[config.mk]
export PLATFORM = sky130hd
export DESIGN_NAME = gpr_wb_arbiter_flat
export DESIGN_NICKNAME = d
export VERILOG_FILES = /design/src/rtl/gpr_wb_arbiter_if.sv /design/src/rtl/gpr_wb_arbiter.sv /design/src/flat_wrapper.sv
export SDC_FILE = /design/constraint.sdc
export NUM_CORES = 1
export LEC_CHECK = 0
export ABC_AREA = 1
export BUFFER_PORTS_ARGS = -buffer_cell sky130_fd_sc_hd__buf_4
export CORE_MARGIN = 2
export CORE_UTILIZATION = 40
export CTS_CLUSTER_DIAMETER = 100
export DETAILED_ROUTE_END_ITERATION = 8
export SLEW_MARGIN = 20
export SYNTH_ARGS = -nofsm -noshare
export SYNTH_HDL_FRONTEND = slang
export SYNTH_SLANG_ARGS = --single-unit
[constraint.sdc]
create_clock -name clk -period 3.1 [get_ports clk]
set_clock_uncertainty 0.2 [all_clocks]
set_input_delay 0.465 -clock clk [delete_from_list [all_inputs] [get_ports clk]]
set_output_delay 0.465 -clock clk [all_outputs]
set_load 0.03 [all_outputs]
[src/rtl/gpr_wb_arbiter_if.sv]
// Result-producer / GPR write-port bundle for gpr_wb_arbiter.
// The fwd_* lookup signals exist only when GPR_WB_FWD_EN is defined.
interface gpr_wb_arbiter_if #(
  parameter int NUM_SRC = 3,
  parameter int DATA_W  = 32,
  parameter int ADDR_W  = 5,
  parameter int SRC_W   = (NUM_SRC > 1) ? $clog2(NUM_SRC) : 1
);
  logic [NUM_SRC-1:0]        src_valid;
  logic [NUM_SRC-1:0]        src_ready;
  logic [NUM_SRC*ADDR_W-1:0] src_addr;
  logic [NUM_SRC*DATA_W-1:0] src_data;
  logic                      wr_en;
  logic [ADDR_W-1:0]         wr_addr;
  logic [DATA_W-1:0]         wr_data;
  logic [SRC_W-1:0]          wr_src;
  logic                      busy;
`ifdef GPR_WB_FWD_EN
  logic [ADDR_W-1:0]         fwd_addr;
  logic                      fwd_hit;
  logic [DATA_W-1:0]         fwd_data;

  modport slave (
    input  src_valid, src_addr, src_data, fwd_addr,
    output src_ready, wr_en, wr_addr, wr_data, wr_src, busy, fwd_hit, fwd_data
  );
  modport master (
    output src_valid, src_addr, src_data, fwd_addr,
    input  src_ready, wr_en, wr_addr, wr_data, wr_src, busy, fwd_hit, fwd_data
  );
`else
  modport slave (
    input  src_valid, src_addr, src_data,
    output src_ready, wr_en, wr_addr, wr_data, wr_src, busy
  );
  modport master (
    output src_valid, src_addr, src_data,
    input  src_ready, wr_en, wr_addr, wr_data, wr_src, busy
  );
`endif
endinterface

[src/rtl/gpr_wb_arbiter.sv]
// GPR write-back arbiter: per-source one-entry skid buffers, aged priority grant, registered write port.
// Optional GPR_WB_FWD_EN adds a combinational forwarding lookup over buffers and the write port.

// One holding buffer plus its starvation age counter.
module gpr_wb_slot #(
  parameter int DATA_W = 32,
  parameter int ADDR_W = 5
) (
  input  logic              clk,
  input  logic              reset,
  input  logic              ld,
  input  logic              gnt,
  input  logic [ADDR_W-1:0] ld_addr,
  input  logic [DATA_W-1:0] ld_data,
  output logic              full,
  output logic [3:0]        age,
  output logic [ADDR_W-1:0] addr,
  output logic [DATA_W-1:0] data
);
  logic              full_q, full_d;
  logic [3:0]        age_q, age_d;
  logic [ADDR_W-1:0] addr_q, addr_d;
  logic [DATA_W-1:0] data_q, data_d;

  // A load wins over a same-cycle grant: that is the skid reload.
  always_comb begin
    full_d = full_q;
    age_d  = age_q;
    addr_d = addr_q;
    data_d = data_q;
    if (ld) begin
      full_d = 1'b1;
      age_d  = '0;
      addr_d = ld_addr;
      data_d = ld_data;
    end else if (gnt || !full_q) begin
      full_d = 1'b0;
      age_d  = '0;
    end else if (age_q != 4'hF) begin
      age_d = age_q + 4'd1;
    end
  end

  always_ff @(posedge clk) begin
    if (reset) begin
      full_q <= 1'b0;
      age_q  <= '0;
      addr_q <= '0;
      data_q <= '0;
    end else begin
      full_q <= full_d;
      age_q  <= age_d;
      addr_q <= addr_d;
      data_q <= data_d;
    end
  end

  assign full = full_q;
  assign age  = age_q;
  assign addr = addr_q;
  assign data = data_q;
endmodule

module gpr_wb_arbiter #(
  parameter int NUM_SRC      = 3,
  parameter int DATA_W       = 32,
  parameter int ADDR_W       = 5,
  parameter int STARVE_LIMIT = 4
) (
  input  logic             clk,
  input  logic             reset,
  gpr_wb_arbiter_if.slave  bus
);
  localparam int         SRC_W = (NUM_SRC > 1) ? $clog2(NUM_SRC) : 1;
  localparam logic [3:0] LIMIT = 4'(STARVE_LIMIT);

  logic [NUM_SRC-1:0]             full, gnt, rdy, acc;
  logic [NUM_SRC-1:0][3:0]        age;
  logic [NUM_SRC-1:0][ADDR_W-1:0] buf_addr;
  logic [NUM_SRC-1:0][DATA_W-1:0] buf_data;

  assign rdy = ~full | gnt;
  assign acc = bus.src_valid & rdy;

  for (genvar i = 0; i < NUM_SRC; i++) begin : g_src
    gpr_wb_slot #(.DATA_W(DATA_W), .ADDR_W(ADDR_W)) u_slot (
      .clk     (clk),
      .reset   (reset),
      .ld      (acc[i]),
      .gnt     (gnt[i]),
      .ld_addr (bus.src_addr[i*ADDR_W +: ADDR_W]),
      .ld_data (bus.src_data[i*DATA_W +: DATA_W]),
      .full    (full[i]),
      .age     (age[i]),
      .addr    (buf_addr[i]),
      .data    (buf_data[i])
    );
  end

  // Starved entries form an upper priority tier; fixed index order within each tier.
  always_comb begin
    logic found;
    gnt   = '0;
    found = 1'b0;
    for (int i = 0; i < NUM_SRC; i++) begin
      if (!found && full[i] && age[i] >= LIMIT) begin
        gnt[i] = 1'b1;
        found  = 1'b1;
      end
    end
    for (int i = 0; i < NUM_SRC; i++) begin
      if (!found && full[i]) begin
        gnt[i] = 1'b1;
        found  = 1'b1;
      end
    end
  end

  logic              wr_en_q, wr_en_d;
  logic [ADDR_W-1:0] wr_addr_q, wr_addr_d;
  logic [DATA_W-1:0] wr_data_q, wr_data_d;
  logic [SRC_W-1:0]  wr_src_q, wr_src_d;

  always_comb begin
    wr_en_d   = |gnt;
    wr_addr_d = wr_addr_q;
    wr_data_d = wr_data_q;
    wr_src_d  = wr_src_q;
    for (int i = 0; i < NUM_SRC; i++) begin
      if (gnt[i]) begin
        wr_addr_d = buf_addr[i];
        wr_data_d = buf_data[i];
        wr_src_d  = SRC_W'(i);
      end
    end
  end

  always_ff @(posedge clk) begin
    if (reset) begin
      wr_en_q   <= 1'b0;
      wr_addr_q <= '0;
      wr_data_q <= '0;
      wr_src_q  <= '0;
    end else begin
      wr_en_q   <= wr_en_d;
      wr_addr_q <= wr_addr_d;
      wr_data_q <= wr_data_d;
      wr_src_q  <= wr_src_d;
    end
  end

  assign bus.src_ready = rdy;
  assign bus.busy      = |full;
  assign bus.wr_en     = wr_en_q;
  assign bus.wr_addr   = wr_addr_q;
  assign bus.wr_data   = wr_data_q;
  assign bus.wr_src    = wr_src_q;

`ifdef GPR_WB_FWD_EN
  logic              fwd_hit_c;
  logic [DATA_W-1:0] fwd_data_c;

  // Buffers are scanned last so they override a write-port match.
  always_comb begin
    fwd_hit_c  = 1'b0;
    fwd_data_c = '0;
    if (wr_en_q && wr_addr_q == bus.fwd_addr) begin
      fwd_hit_c  = 1'b1;
      fwd_data_c = wr_data_q;
    end
    for (int i = NUM_SRC - 1; i >= 0; i--) begin
      if (full[i] && buf_addr[i] == bus.fwd_addr) begin
        fwd_hit_c  = 1'b1;
        fwd_data_c = buf_data[i];
      end
    end
  end

  assign bus.fwd_hit  = fwd_hit_c;
  assign bus.fwd_data = fwd_data_c;
`endif
endmodule

[src/flat_wrapper.sv]
// flat-port wrapper written by rule: the top's interface ports become plain ports
module gpr_wb_arbiter_flat 
#(
  parameter int NUM_SRC      = 3,
  parameter int DATA_W       = 32,
  parameter int ADDR_W       = 5,
  parameter int STARVE_LIMIT = 4
)
  (clk, reset, bus_src_valid, bus_src_addr, bus_src_data, bus_src_ready, bus_wr_en, bus_wr_addr, bus_wr_data, bus_wr_src, bus_busy);
  gpr_wb_arbiter_if #(.NUM_SRC(NUM_SRC), .DATA_W(DATA_W), .ADDR_W(ADDR_W)) bus_i ();
  input  logic clk;
  input  logic reset;
  input wire logic [$bits(bus_i.src_valid)-1:0] bus_src_valid;
  input wire logic [$bits(bus_i.src_addr)-1:0] bus_src_addr;
  input wire logic [$bits(bus_i.src_data)-1:0] bus_src_data;
  output wire logic [$bits(bus_i.src_ready)-1:0] bus_src_ready;
  output wire logic [$bits(bus_i.wr_en)-1:0] bus_wr_en;
  output wire logic [$bits(bus_i.wr_addr)-1:0] bus_wr_addr;
  output wire logic [$bits(bus_i.wr_data)-1:0] bus_wr_data;
  output wire logic [$bits(bus_i.wr_src)-1:0] bus_wr_src;
  output wire logic [$bits(bus_i.busy)-1:0] bus_busy;
  assign bus_i.src_valid = bus_src_valid;
  assign bus_i.src_addr = bus_src_addr;
  assign bus_i.src_data = bus_src_data;
  assign bus_src_ready = bus_i.src_ready;
  assign bus_wr_en = bus_i.wr_en;
  assign bus_wr_addr = bus_i.wr_addr;
  assign bus_wr_data = bus_i.wr_data;
  assign bus_wr_src = bus_i.wr_src;
  assign bus_busy = bus_i.busy;
  gpr_wb_arbiter #(.NUM_SRC(NUM_SRC), .DATA_W(DATA_W), .ADDR_W(ADDR_W), .STARVE_LIMIT(STARVE_LIMIT)) u_core (.clk(clk), .reset(reset), .bus(bus_i));
endmodule
After elaboration in Yosys (flattened, before gate mapping). Index checks and enable logic that the tools add are counted.

Bits in registers: 166. Latch bits: 0. Memory bits (writable): 0. Bits in read-only memories: 0. Input bits: 116. Memories kept: 0.

Add/subtract/negate cells: 3. $mul: 0. Div/mod/pow operators: 0. Order comparisons: 3. Equality and inequality tests: 3. Shift operators: 0. Mux-type cells: 25. Bitwise operators: 3. Reduce and logical (&&, ||, !) cells: 30.

Operators by type and width (number): $mux 32 (3); $mux 1 (16); $mux 5 (3); $reduce_or 3->1 (5); $add 4x1->4 const B (3); $ge 4x3->1 const B (3); $ne 4x4->1 const B (3); $logic_and 1x1->1 (8); $logic_not 1->1 (8); $reduce_bool 2->1 (4); $mux 2 (3); $and 3x3->3 (1); $logic_or 1x1->1 (3); $not 3->3 (1); $or 3x3->3 (1); $reduce_bool 3->1 (1); $reduce_or 2->1 (1).

Longest topological paths before layout.
Depth in word-level cells: 23. Mapped depth: 11. Depth with buffers taken out: 9.

Hierarchy. Synthesis repeated with hierarchy kept, for this count alone.

Cells, all modules: 1036. Area total of the unflattened synthesis: 7231.9 um^2.

Modules (own cells, without submodules): gpr_wb_slot (times used 3, cells an instance 197, area each 1574.0 um^2, seq. area each 840.8 um^2); gpr_wb_arbiter (times used 1, cells an instance 445, area each 2509.9 um^2, seq. area each 800.8 um^2).

Least setup slack after synthesis. No wires, ideal clock.

Kind: flip-flop to output port. Start point: register u_core.g_src[2].u_slot.age_q[2]. End point: output port bus_src_ready[0]. Data arrival time: 1317 ps. Data required time: 2435 ps. Slack: 1118 ps. Cell stages (with the launch flop): 5. Buffers on the path: 1. Path through: dfxtp_1 -> o21ai_1 -> nand4_1 -> nand3_1 -> clkbuf_1.

Word-level cells in the longest chain between the ends: 7.

Ends and longest elaborated chain: start, declared (line gpr_wb_arbiter.sv:21) `logic [3:0] age_q, age_d;`; start signal, assigned (line gpr_wb_arbiter.sv:52) `age_q <= age_d;`; $ge 4x3->1 (line gpr_wb_arbiter.sv:106) `if (!found && full[i] && age[i] >= LIMIT) begin`; $logic_and 1x1->1 (line gpr_wb_arbiter.sv:106); $mux 1 (line gpr_wb_arbiter.sv:106); $logic_not 1->1 (line gpr_wb_arbiter.sv:112) `if (!found && full[i]) begin`; $logic_and 1x1->1 (line gpr_wb_arbiter.sv:112); $mux 1 (line gpr_wb_arbiter.sv:112); $or 3x3->3 (line gpr_wb_arbiter.sv:82) `assign rdy = ~full | gnt;`; end, declared (line flat_wrapper.sv:16) `output wire logic [$bits(bus_i.src_ready)-1:0] bus_src_ready;`.

No other way between the ends.

Worst setup path in the final report.
Start point: register u_core.g_src[2].u_slot.full_q. End point: output port bus_src_ready[0].

Word-level cells in the longest chain between the ends: 7.

Ends and longest elaborated chain: start, declared (line gpr_wb_arbiter.sv:20) `logic full_q, full_d;`; start signal, assigned (line gpr_wb_arbiter.sv:51) `full_q <= full_d;`; $logic_and 1x1->1 (2 in series) (line gpr_wb_arbiter.sv:106); $mux 1 (line gpr_wb_arbiter.sv:106); $logic_not 1->1 (line gpr_wb_arbiter.sv:112); $logic_and 1x1->1 (line gpr_wb_arbiter.sv:112); $mux 1 (line gpr_wb_arbiter.sv:112); $or 3x3->3 (line gpr_wb_arbiter.sv:82).

No other way between the ends.

==> qor.csv <==
metric,value,unit
yosys.area_share.simple,34.2,%
clk_pin_slew_worst_paths,0.06,ns
max-cap-violations,0,
drv_slew,0,
fillers,1971,
grt_max_degree,76,
max_freq,371,MHz
cts_max_level,4,
synthArstFlopShare,0,%
fin_nets,1404,
p_seq_share,42.6,%
synthMuxAreaShare,0,%
die_w,143,um
gr-usage-all-layers,21.2,%
num_io_pins,160,
wire_per_inst,13.7,um
ys_ff_latch,166,
vias,7439,
finalCriticalPeriod,2.69,ns
netSwitchingFraction,28.1,%
cts_root_buf,clkbuf_16,
fin_crit_sh,86.8,%
synth_commonest_cells,"nand2_1, dfxtp_1, nor2_1",
hold_start,bus_src_addr[10],
die_height,143,um
r2r_setup_slack,0.81,ns
drive_gt1_share,16.7,%
cts.path.max_buffers,2,
avgViaCountPerCell,4.78,
startpoint,u_core.g_src[2].u_slot.full,
setup_ws,0.408,ns
gp_congestion,0.814,
power_switching,1.61,mW
antenna_found_initial,0,
die_area,20400,um^2
postSynthAreaPerCell,6.57,um^2
internal_power,4.12,mW
cts.sinks,166,
peakVddDrop,0.358,mV
slowest_stage,dfxtp_1,
dp_hpwl,14300,um
synth_top_family_by_area,simple AND/OR/NAND/NOR gates,
finalHoldViolations,0,
synth_top_area_share,43.1,%
portBuffers,159,
initial_core_util,40.9,%
hold_path_end,u_core.g_src[2].u_slot.addr[0],
routed_wl,21200,um
cts_setup_buffers,0,
min_path_cells,3,
worst_slew_pin_slew,0.777,ns
cts_tree,done,
synth_area_leader_cell,dfxtp_1,
cts_made_buffers,17,
synth.most_common_cell,nand2_1,
rsz0062_at_grt,no,
ant_nets,0,
r2r_end,u_core.bus.wr_data[30],
cp_slowest_stage_delay,0.47,ns
grt_pass1_vias,6770,
setup_viol,0,
syn_inst,1174,
endpoint_kind,output pin,
multi_input_area,3460,um^2
synth_area_leaders,"dfxtp_1, nand2_1, nand3_1, nor2_1, inv_1",
crit_type,reg -> out,
grt_pass1_wl,34500,um
synth_area,7710,um^2
clk_latency,0.43,ns
synthAdderAreaFrac,0.487,%
cellLeakagePower,4.88,nW
hp-class,in -> reg,
power_frac_clock,39.2,%
slew_headroom,48.2,%
place_ws,0.820,ns
power.total,5.73,mW
power_frac_comb,18.2,%
cts_resized,0,
area_growth,25.2,%
dr.first_iter.drc_count,670,
synth_flop_cell,dfxtp_1,
required,2.43,ns
drtPass1Iterations,5,
synth_nets,1293,
start_kind,flip-flop,
core,18800,um^2
regArea,3320,um^2
p_per_area,594,nW/um^2
rows,50,
diodes,0,
holdBufCountCts,0,
yosysWarningCount,0,
crit_arrival,2.03,ns
gr-total-overflow,0,
synth_edf_count,0,
setup_tns,0,ns
r2r_cells,9,
status,finished clean,
drc,0,
synth_seq_area_share,43.1,%
rr_startpoint,u_core.g_src[2].u_slot.age[2],
crit_chain,o21ai_1 -> nand4_1 -> nand3_2 -> buf_4,
synth_compound_area_share,9.25,%
critPathMaxFanout,24,
synthXorXnorAreaFrac,0.682,%
ys_types,26,
## metal layers
layer / GRT usage, % / share of wire, % / up-vias
li1: - / - / 3898
met1: 33.3 / 52 / 3313
met2: 29.5 / 41 / 205
met3: 3.82 / 6.3 / 23
met4: 5.42 / 1.2 / 0
met5: 0 / 0 / -
## critical path, delay by kind of cell (launching register included)
family                 cells  cell delay [ns]
and+or+nand+nor            2             0.60
DFF                        1             0.47
buffers and inverters      1             0.36
AOI/OAI and AO/OA          1             0.17
## state kept, by name (all words and copies together) (netlist names)
register                  flops
u_core.g_src.u_slot.data     96
u_core.bus.wr_data           32
u_core.g_src.u_slot.addr     15
u_core.g_src.u_slot.age      12
u_core.bus.wr_addr            5
u_core.g_src.u_slot.full      3
u_core.bus.wr_src             2
u_core.bus.wr_en              1
## power groups by stage
stage | sequential (mW) | clock, mW | combinational [mW]
6_report | 2.44 | 2.24 | 1.05
5_1_grt | 2.46 | 2.36 | 1.18
4_1_cts | 2.44 | 2.28 | 1.05
3_5_place_dp | 2.49 | 0 | 1.05
3_3_place_gp | 2.48 | 0 | 1.04
2_1_floorplan | 2.57 | 0 | 0.581
## kinds of logic after synthesis
group,count (synthesis)
AND/OR/NAND/NOR,624
buffers and inverters,237
flip-flops,166
AO/OA/AOI/OAI,137
XOR/XNOR,6
adder cells (fa/ha/maj),3
other,1
## metrics by stage
step	utilization [%]	std cells	area [um^2]	hold slack [ns]
final	51.2	1556	9650	0.0776
after floorplan	-	1174	7710	0.252
after global routing	51.2	1556	9650	0.0706
after CTS	51.2	1556	9650	0.0693
after global placement	47.9	1526	9030	0.261
after detailed placement	47.9	1526	9030	0.268
## worst max-delay path by stage
| stage | cells past startpoint | slack [ns] | end |
|---|---|---|---|
| 2_1_floorplan | 4 | 1.12 | bus_src_ready[0] |
| 5_1_grt | 4 | 0.28 | bus_src_ready[0] |
| 3_5_place_dp | 10 | 0.82 | u_core.bus.wr_data[30] |
| 4_1_cts | 4 | 0.40 | bus_src_ready[0] |
| 3_3_place_gp | 10 | 0.87 | u_core.bus.wr_data[31] |
| 6_report | 4 | 0.41 | bus_src_ready[0] |
## area by class of cell
cell class | instances | area share (%)
clock buffer | 21 | 4.88
clock inverter | 9 | 1.56
inverter | 154 | 6.02
multi-input combinational | 771 | 35.9
sequential | 166 | 34.4
tap | 260 | 3.37
timing repair buffer | 175 | 13.9
## placed cells by master, fill, tap and decap left out, types with 4 or more instances in the layout
cell type and n:
xnor2_1 4, clkbuf_16 17, o21ai_0 40, nor2_1 154, bufinv_16 4, nand3_1 147, nand2_1 277, inv_1 152
o21ai_1 9, nand4_1 38, buf_4 173, a21oi_1 79, dfxtp_1 166
(Power assumes the default switching activity.)
